==> config.mk <==
export PLATFORM = sky130hd
export DESIGN_NAME = ctrl_seq
export DESIGN_NICKNAME = d
export VERILOG_FILES = /design/src/rtl/ctrl_seq.sv
export SDC_FILE = /design/constraint.sdc
export NUM_CORES = 1
export LEC_CHECK = 0
export ABC_CLOCK_PERIOD_IN_PS = 2500
export CAP_MARGIN = 10
export CELL_PAD_IN_SITES_DETAIL_PLACEMENT = 0
export CELL_PAD_IN_SITES_GLOBAL_PLACEMENT = 1
export CORE_MARGIN = 4
export CORE_UTILIZATION = 36
export CTS_CLUSTER_SIZE = 16
export DETAILED_ROUTE_END_ITERATION = 10
export GPL_ROUTABILITY_DRIVEN = 0
export HOLD_SLACK_MARGIN = 0.02
export PLACE_DENSITY_LB_ADDON = 0.12
export SYNTH_ARGS = -nofsm -noshare
export SYNTH_HDL_FRONTEND = slang
export SYNTH_SLANG_ARGS = --single-unit
==> constraint.sdc <==
create_clock -name clk -period 2.5 [get_ports clk]
set_clock_uncertainty 0.05 [all_clocks]
set_input_delay 0.5 -clock clk [delete_from_list [all_inputs] [get_ports clk]]
set_output_delay 0.5 -clock clk [all_outputs]
set_load 0.005 [all_outputs]
==> src/rtl/ctrl_seq.sv <==
// Instruction sequencer: owns pc/ir and runs fetch/decode/execute over a
// ready-handshaked program memory, with conditional jumps and I/O stalls.
module ctrl_seq #(
  parameter int PC_W = 8
) (
  input  logic            clk,
  input  logic            reset_n,
  input  logic            run,
  output logic [PC_W-1:0] mem_addr,
  output logic            mem_rd,
  input  logic            mem_rdy,
  input  logic [7:0]      mem_data,
  input  logic            zero,
  input  logic            carry,
  input  logic            io_rdy,
  output logic [7:0]      ir,
  output logic [PC_W-1:0] pc,
  output logic            fetch,
  output logic            decode,
  output logic            execute
);

  typedef enum logic [1:0] {
    S_FETCH,
    S_OPERAND,
    S_DECODE,
    S_EXECUTE
  } state_e;

  localparam logic [3:0] OP_JMP  = 4'b1000;
  localparam logic [3:0] OP_JC   = 4'b1001;
  localparam logic [3:0] OP_INP  = 4'b1010;
  localparam logic [3:0] OP_OUTP = 4'b1110;

  localparam logic [PC_W-1:0] PC_ONE = PC_W'(1);

  state_e          state_q, state_d;
  logic [PC_W-1:0] pc_q, pc_d;
  logic [7:0]      ir_q, ir_d;
  logic [7:0]      target_q, target_d;

  logic [3:0]      opcode;
  logic            is_jump;
  logic            cond_met;
  logic [PC_W-1:0] target_pc;

  assign opcode  = ir_q[7:4];
  assign is_jump = (opcode == OP_JMP) || (opcode == OP_JC);

  // The operand byte is always 8 bits wide; fit it to the pc width.
  generate
    if (PC_W > 8) begin : g_target_ext
      assign target_pc = {{(PC_W-8){1'b0}}, target_q};
    end else if (PC_W == 8) begin : g_target_eq
      assign target_pc = target_q;
    end else begin : g_target_trunc
      assign target_pc = target_q[PC_W-1:0];
    end
  endgenerate

  always_comb begin
    cond_met = 1'b0;
    case (ir_q[3:2])
      2'b00:   cond_met = zero;
      2'b01:   cond_met = ~zero;
      2'b10:   cond_met = carry;
      default: cond_met = ~carry;
    endcase
  end

  always_ff @(posedge clk or negedge reset_n) begin
    if (!reset_n) begin
      state_q  <= S_FETCH;
      pc_q     <= '0;
      ir_q     <= 8'h00;
      target_q <= 8'h00;
    end else begin
      state_q  <= state_d;
      pc_q     <= pc_d;
      ir_q     <= ir_d;
      target_q <= target_d;
    end
  end

  always_comb begin
    state_d  = state_q;
    pc_d     = pc_q;
    ir_d     = ir_q;
    target_d = target_q;
    case (state_q)
      S_FETCH: begin
        if (run && mem_rdy) begin
          ir_d    = mem_data;
          pc_d    = pc_q + PC_ONE;
          state_d = S_DECODE;
        end
      end
      S_DECODE: begin
        state_d = is_jump ? S_OPERAND : S_EXECUTE;
      end
      S_OPERAND: begin
        if (mem_rdy) begin
          target_d = mem_data;
          pc_d     = pc_q + PC_ONE;
          state_d  = S_EXECUTE;
        end
      end
      S_EXECUTE: begin
        case (opcode)
          OP_JMP: begin
            pc_d    = target_pc;
            state_d = S_FETCH;
          end
          OP_JC: begin
            if (cond_met) begin
              pc_d = target_pc;
            end
            state_d = S_FETCH;
          end
          OP_INP, OP_OUTP: begin
            if (io_rdy) begin
              state_d = S_FETCH;
            end
          end
          default: state_d = S_FETCH;
        endcase
      end
      default: state_d = S_FETCH;
    endcase
  end

  // OPERAND keeps decode high while it reads the second byte.
  always_comb begin
    fetch    = (state_q == S_FETCH) && run;
    mem_rd   = fetch || (state_q == S_OPERAND);
    decode   = (state_q == S_DECODE) || (state_q == S_OPERAND);
    execute  = (state_q == S_EXECUTE);
    mem_addr = pc_q;
    pc       = pc_q;
    ir       = ir_q;
  end

endmodule
# [Yosys cells after proc, flatten, opt, wreduce, memory -nomap -nowiden]
# Cells that the tools add are included.
[word_totals] reg_bits=26 output_inout_bits=28 word_cells=46
[op_classes] n_addsub=1 eq_ne=14 muxes=12 bitwise=2 n_reduce_logical=13
[op_table] op="8-bit 2-to-1 mux" count=3
[op_table] op="8-bit case mux with 3 select lines" count=1
[op_table] op="4-bit equality test (second input constant)" count=4
[op_table] op="8-bit case mux with 2 select lines" count=1
[op_table] op="2-bit 2-to-1 mux" count=5
[op_table] op="8-bit by 1-bit adder with 8-bit output (second input constant)" count=1
[op_table] op="2-bit case mux with 4 select lines" count=1
[op_table] op="2-bit equality test (second input constant)" count=3
[op_table] op="3-bit inequality test (second input constant)" count=2
[op_table] op="5-bit AND reduction" count=1
[op_table] op="2-bit by 1-bit equality test with 1-bit output (second input constant)" count=2
[op_table] op="2-bit logical NOT" count=2
[op_table] op="2-bit inequality test (second input constant)" count=2
[op_table] op="2-bit AND reduction" count=2
[op_table] op="1-bit logical OR" count=3
[op_table] op="3-bit by 1-bit inequality test with 1-bit output (second input constant)" count=1
[op_table] op="1-bit case mux with 3 select lines" count=1
[op_table] op="3-bit AND reduction" count=1
[op_table] op="3-bit nonzero test" count=1
[op_table] op="1-bit logical AND" count=2
[op_table] op="1-bit NOT" count=2
[op_table] op="2-bit OR reduction" count=1

# [Logic depth before layout (Yosys ltp)]
# Gate-level depths: netlist (run 1).
[depth] word_depth=5 depth_mapped=8

# [Worst setup path after synthesis (run 1)]
# Ideal clock, no wire load.
[synth_timing] kind="register to register" start="register state_q[1]" end="register pc_q[5] (netlist: mem_addr[5])" setup_ps=142 arrival_ps=1591 required_time_ps=2308 path_slack_ps=717 path_stages_with_launch=8 n_path_buf=0 path_cell_list="dfrtp_1 > inv_1 > ha_1 > nor2b_1 > o31ai_4 > o2111ai_2 > o22ai_1 > a211oi_1"
[synth_between] elab_chain_cells=3
[synth_lines] element="start, declared" line_no="37" source="state_e state_q, state_d;"
[synth_lines] element="start signal, assigned" line_no="78" source="state_q <= state_d;"
[synth_lines] element="2-bit equality test, or another cell as far along" line_no="90" source="case (state_q)"
[synth_lines] element="3-bit by 1-bit inequality test with 1-bit output (no line), or another cell as far along"
[synth_lines] element="5-bit AND reduction (no line)"
[synth_lines] element="end signal, assigned" line_no="79" source="pc_q <= pc_d;"
[synth_lines] element="end, declared" line_no="38" source="logic [PC_W-1:0] pc_q, pc_d;"
# Several ways; a longest one is shown, not always the timed one.
# A chain may end at the register's enable or synchronous reset.

# [Worst setup path after layout (run 1)]
[layout_timing] start="register state_q[1]" end="output port fetch"
[layout_between] elab_chain_cells=2
[layout_lines] element="2-bit logical NOT" line_no="134" source="fetch = (state_q == S_FETCH) && run;"
[layout_lines] element="1-bit logical AND" line_no="134"
[layout_lines] element="end, declared" line_no="18" source="output logic fetch,"
# No other way between the ends.

==> impl_metrics.csv, run 1 <==
group,metric,value,unit
finish,area_growth,35.3,%
worst_setup_path,start_kind,"flop",
logic_synthesis,synth_top_area_share,0.447,
logic_synthesis,postSynthAreaPerCell,10.9,um2
power_and_ir_drop,swShare,0.355,
drt,drt_wl_total,3170,um
cts,cts_buffers,3,
outcome,outcome,"completed",
job,cap_viol_max_count,0,
sta,max_freq,0.440,GHz
sta,slew-limit-headroom,0.747,
cts,clk_pin_slew,0.09,ns
grt,grt_pass1_wl,5280,um
finish,fin_nets,195,
power_and_ir_drop,p_leak,0.840,nW
cts,clock_latency,0.27,ns
cts,cts-root-buf,"clkbuf_8",
sta,hold_violations,0,
sta,rsz0062_at_grt,"false",
floorplan,start_util,0.386,
drt,route.vias.total,1135,
sta,final-setup-viol-count,0,
power_and_ir_drop,max-vdd-ir-drop,0.513,mV
grt,grt.overflow.total,0,
logic_synthesis,ys_ff_latch,26,
logic_synthesis,post_synth_num_cell_types,32,
floorplan,io_pins,43,
floorplan,die-area,5120,um2
sta,fin_tns_setup,0,ns
finish,final_cell_area,1970,um2
logic_synthesis,yosysWarnings,0,
cts,cts_max_level,1,
drt,drc_errors,0,
worst_setup_path,cp-end-kind,"output pin",
min_path,min_path_type,"flop to flop",
sta,slew_violations,0,
grt,antenna_found_initial,0,
placement,hpwl,2350,um
grt,grt_pass1_vias,1077,
floorplan,dieHeight,71.6,um
floorplan,core,3770,um2
cts,cts_tree,"built",
placement,dpl-instance-area,1880,um2
logic_synthesis,yosys.area.top_type,"dfrtp_1",
finish,final_util,0.522,
logic_synthesis,ys_seq_area_frac,0.447,
logic_synthesis,syn_nets,155,
placement,dp_slack,0.137,ns
worst_setup_path,cp.arrival,1.72,ns
cts,postCtsHoldBufs,0,
power_and_ir_drop,p_comb_frac,0.547,
sta,fin_crit,2.27,ns
logic_synthesis,ys_top_cells_by_area,"dfrtp_1, mux2_2, ha_1, o22ai_1, buf_4",
sta,worst_pin_slew,0.375,ns
grt,grt_use_total,0.126,
worst_setup_path,critPathRequiredTime,1.95,ns
drt,ant_nets,0,
grt,grt_max_degree,27,
power_and_ir_drop,pwr-share-seq,0.321,
sta,fin_ws,0.229,ns
power_and_ir_drop,p_int,0.00171,W
logic_synthesis,synthCells,134,
finish,num_antenna_cells,0,
sta,period_share,0.908,
floorplan,fp.dieW,71.6,um
logic_synthesis,synth_area,1460,um2
finish,nFillCells,346,
power_and_ir_drop,finalPower,0.00264,W
power_and_ir_drop,p_sw,0.000937,W
worst_setup_path,crit_type,"flop to output pin",
power_and_ir_drop,p_clk_frac,0.132,
worst_setup_path,cp_max_fo,4,
drt,dr.first_iter.drc_count,83,
floorplan,num_rows,22,
drt,wl_per_cell,14.4,um
finish,drive_gt1_frac,0.185,
placement,io_buffers,42,
cts,clock_sinks,26,
drt,dr.pass1.iters,4,
drt,via_per_inst,5.14,
cts,clock_path_buffers,2,
power_and_ir_drop,powerDensity,1340,nW/um2
==> cell type report <==
cell class | instances | area [um2] | area share
clock buffer | 3 | 41.3 | 0.0210
sequential | 26 | 651 | 0.331
tap | 48 | 60.1 | 0.0305
timing repair buffer | 47 | 460 | 0.234
inverter | 2 | 7.51 | 0.00381
clock inverter | 1 | 30.0 | 0.0153
multi-input combinational | 94 | 718 | 0.365
==> logic make-up after synthesis <==
group	count (synthesis)	share of synthesized area
and+or+nand+nor	34	0.132
DFF	26	0.447
muxes	19	0.145
AOI/OAI and AO/OA	35	0.163
buffers and inverters	14	0.0610
adders and majority gates	6	0.0516
==> stage by stage <==
stage | cells | hold slack [ns]
floorplan | 134 | 0.154
global placement | 215 | 0.437
detailed placement | 215 | 0.442
CTS | 220 | 0.464
global route | 221 | 0.490
finish | 221 | 0.461
==> critical path: stages (launching register included) <==
cell and delay, ns:
dfrtp_1 0.43, inv_1 0.12, ha_2 0.22, and2_1 0.17, clkdlybuf4s50_1 0.51
==> per-layer routing <==
metal / vias up / global-route usage / share of wire
li1: 567 / - / -
met1: 538 / 0.181 / 0.46
met2: 28 / 0.194 / 0.48
met3: 2 / 0.0266 / 0.049
met4: 0 / 0.0313 / 0.0060
met5: - / 0 / 0
==> power by group through the flow <==
stage | logic (W) | clock network, W | registers [W]
after CTS | 0.00145 | 0.000357 | 0.000850
after detailed placement | 0.00142 | 0 | 0.000866
after global placement | 0.00140 | 0 | 0.000857
final | 0.00145 | 0.000348 | 0.000848
after floorplan | 0.000879 | 0 | 0.000827
after global routing | 0.00160 | 0.000371 | 0.000891
==> worst paths after layout <==
check                                        from                        to  slack, ns  depth (start not counted)
hold / removal                  ir[1]$_DFFE_PN0P_         ir[1]$_DFFE_PN0P_       0.46                          1
setup / recovery           state_q[1]$_DFFE_PN0P_                     fetch       0.23                          4
hold reg to reg                 ir[1]$_DFFE_PN0P_         ir[1]$_DFFE_PN0P_       0.46                          1
setup reg to reg           state_q[0]$_DFFE_PN0P_   mem_addr[0]$_DFFE_PN0P_       0.56                          7
max in group asynchronous                 reset_n  target_pc[4]$_DFFE_PN0P_       1.61                          2
min in group asynchronous                 reset_n         ir[6]$_DFFE_PN0P_       0.54                          2
==> layout by cell type (no fill, tap or decap), types with 3 or more instances in the layout <==
cell type and instances:
clkdlybuf4s50_1 41, dfrtp_1 26, mux2_2 17, o22ai_1 11
a21oi_1 11, nor2_1 8, nand2_1 6, ha_1 5
buf_4 5, and2_1 4, and3_1 3, clkbuf_8 3
==> repair_timing <==
item | 4_1_cts | 5_1_grt
setup buffers | 1 | 1
resized for setup | 0 | 2
pin swaps | 0 | 0
setup endpoints to repair | 1 | 1
endpoints found under the hold margin | 0 | 0
==> synth_stat cells <==
cell,n
o31ai_1,2
nand3_1,1
o22ai_1,11
nor3b_2,1
and4_1,2
nor2_1,8
buf_4,9
mux2i_1,2
inv_1,2
and2_1,4
nand3b_1,2
ha_1,6
o2111ai_2,1
and3_1,3
nand4b_1,1
nor2b_1,2
nand4_1,2
a21o_1,1
a21oi_1,11
clkbuf_1,1
or2_2,2
mux2_2,17
o211a_1,1
a31oi_1,1
o31ai_4,1
buf_2,2
o21ai_1,1
dfrtp_1,26
a211oi_1,2
o21ai_0,2
o211ai_1,1
nand2_1,6
==> registers in the layout, summed over array words and instances, names as in the netlist <==
| register | cells |
|---|---|
| ir | 8 |
| target_pc | 8 |
| mem_addr | 8 |
| state_q | 2 |
Power figures use the tool's default switching activity.
==> inputs of run 2 (changes only) <==
CORE_MARGIN = 5   (was 4)
==> run 2 against run 1 <==
Against the previous run: maximum frequency fell by 6.2%; largest power group unchanged; critical endpoint is now mem_rd; largest cell class unchanged; core utilization fell by 2.7 points; first-iteration DRC count fell by 59%.
==> impl_metrics.csv, run 2 (synthesis gave the netlist of run 1 again) <==
group,metric,value,unit
outcome,outcome,"completed",
sta,worst_pin_slew,0.397,ns
worst_setup_path,crit_buf_inv,2,
cts,cts_tree,"built",
drt,dr.first_iter.drc_count,34,
worst_setup_path,cp.arrival,1.87,ns
finish,area_growth,35.1,%
min_path,min_from,"target_pc[5]$_DFFE_PN0P_",
drt,drt_wl_total,3360,um
worst_setup_path,crit_path_cell_trace,"inv_1 -> ha_1 -> and2_1 -> or2_2 -> clkdlybuf4s50_1",
worst_setup_path,crit_type,"flop to output pin",
floorplan,num_rows,23,
sta,hold_violations,0,
sta,fin_tns_setup,0,ns
grt,grt_pass1_vias,1149,
sta,max_freq,0.413,GHz
floorplan,fp.dieW,73.6,um
drt,ant_nets,0,
power_and_ir_drop,max-vdd-ir-drop,0.758,mV
sta,rsz0062_at_grt,"false",
worst_setup_path,cp_max_fo,3,
finish,num_antenna_cells,0,
finish,regArea,651,um2
worst_setup_path,rr_worst_depth,6,
placement,hpwl,2490,um
drt,route.vias.total,1133,
finish,multi_input_area,716,um2
cts,cts_max_level,1,
finish,fin_nets,195,
floorplan,die-area,5410,um2
grt,antenna_found_initial,0,
drt,via_per_inst,5.08,
cts,cts-root-buf,"clkbuf_8",
min_path,min_path_type,"flop to flop",
sta,final-setup-viol-count,0,
worst_setup_path,cpPeakStageDelay,0.45,ns
floorplan,io_pins,43,
finish,final_cell_mix,"clkdlybuf4s50_1, dfrtp_1, mux2_2",
worst_setup_path,critPathRequiredTime,1.95,ns
sta,holdWs,0.469,ns
grt,grt.overflow.total,0,
worst_setup_path,critical_path.top_delay_family,"buffers and inverters",
drt,dr.pass1.iters,4,
power_and_ir_drop,p_leak,0.830,nW
min_path,hold_end,"target_pc[5]$_DFFE_PN0P_",
worst_setup_path,r2r-start,"state_q[1]$_DFFE_PN0P_",
cts,clock_latency,0.28,ns
floorplan,start_util,0.366,
cts,clk_pin_slew,0.09,ns
power_and_ir_drop,finalPower,0.00264,W
finish,layout.cells.most_common,"clkdlybuf4s50_1",
worst_setup_path,start_kind,"flop",
grt,grt_max_degree,27,
grt,grt_use_total,0.132,
floorplan,core,3970,um2
sta,fin_crit,2.42,ns
finish,drive_gt1_frac,0.179,
floorplan,dieHeight,73.6,um
cts,cts_buffers,3,
worst_setup_path,reg2reg_slack,0.55,ns
cts,clock_path_buffers,2,
finish,nFillCells,377,
power_and_ir_drop,powerDensity,1340,nW/um2
worst_setup_path,cp-end-kind,"output pin",
sta,period_share,0.968,
placement,io_buffers,42,
worst_setup_path,reg2reg_to,"state_q[0]$_DFFE_PN0P_",
sta,slew_violations,0,
cts,postCtsHoldBufs,0,
drt,drc_errors,0,
min_path,hold_depth,1,
grt,grt_pass1_wl,5510,um
drt,wl_per_cell,15.1,um
cts,clock_sinks,26,
job,cap_viol_max_count,0,
sta,slew-limit-headroom,0.732,
worst_setup_path,cp_slowest_cell,"clkdlybuf4s50_1",
[run 2: how the worst max path moves through the flow]
stage          slack, ns  cells after the start                       to                   start
2_1_floorplan       0.72                      7  mem_addr[5]$_DFFE_PN0P_  state_q[1]$_DFFE_PN0P_
3_3_place_gp        0.14                      4                   mem_rd                     run
3_5_place_dp        0.10                      4                   mem_rd                     run
4_1_cts             0.08                      5                   mem_rd  state_q[0]$_DFFE_PN0P_
5_1_grt            0.002                      5                   mem_rd  state_q[0]$_DFFE_PN0P_
6_report            0.08                      5                   mem_rd  state_q[0]$_DFFE_PN0P_
[run 2: through the flow]
| stage | utilization | area [um2] | setup slack [ns] | std cells |
|---|---|---|---|---|
| 3_5_place_dp | 0.473 | 1880 | 0.101 | 217 |
| 5_1_grt | 0.495 | 1970 | 0.00184 | 223 |
| 2_1_floorplan | - | 1460 | 0.717 | 134 |
| 6_report | 0.495 | 1970 | 0.0792 | 223 |
| 4_1_cts | 0.495 | 1970 | 0.0768 | 223 |
| 3_3_place_gp | 0.473 | 1880 | 0.144 | 217 |
[run 2: layer usage]
layer,routed length [um],vias to the layer above,track usage
li1,-,570,-
met1,1590,525,0.173
met2,1540,33,0.221
met3,188,5,0.0192
met4,45,0,0.0483
met5,0,-,0
[run 2: report_power, final]
| part | leakage [nW] | internal [W] | total, W | switching [W] |
|---|---|---|---|---|
| clock network | 0.0357 | 0.000215 | 0.000353 | 0.000138 |
| logic | 0.481 | 0.000855 | 0.00144 | 0.000589 |
| registers | 0.313 | 0.000636 | 0.000847 | 0.000211 |
| total | 0.830 | 0.00171 | 0.00264 | 0.000938 |
[run 2: timing repair]
item	4_1_cts	5_1_grt
setup buffers	2	0
resized for setup	0	0
setup endpoints to repair	1	0
[run 2: area by class of cell]
cell class | count | share of cell area
Inverter | 2 | 0.00382
Clock inverter | 1 | 0.0153
Clock buffer | 3 | 0.0210
Timing Repair Buffer | 47 | 0.233
Multi-Input combinational cell | 94 | 0.364
Sequential cell | 26 | 0.331
Tap cell | 50 | 0.0318
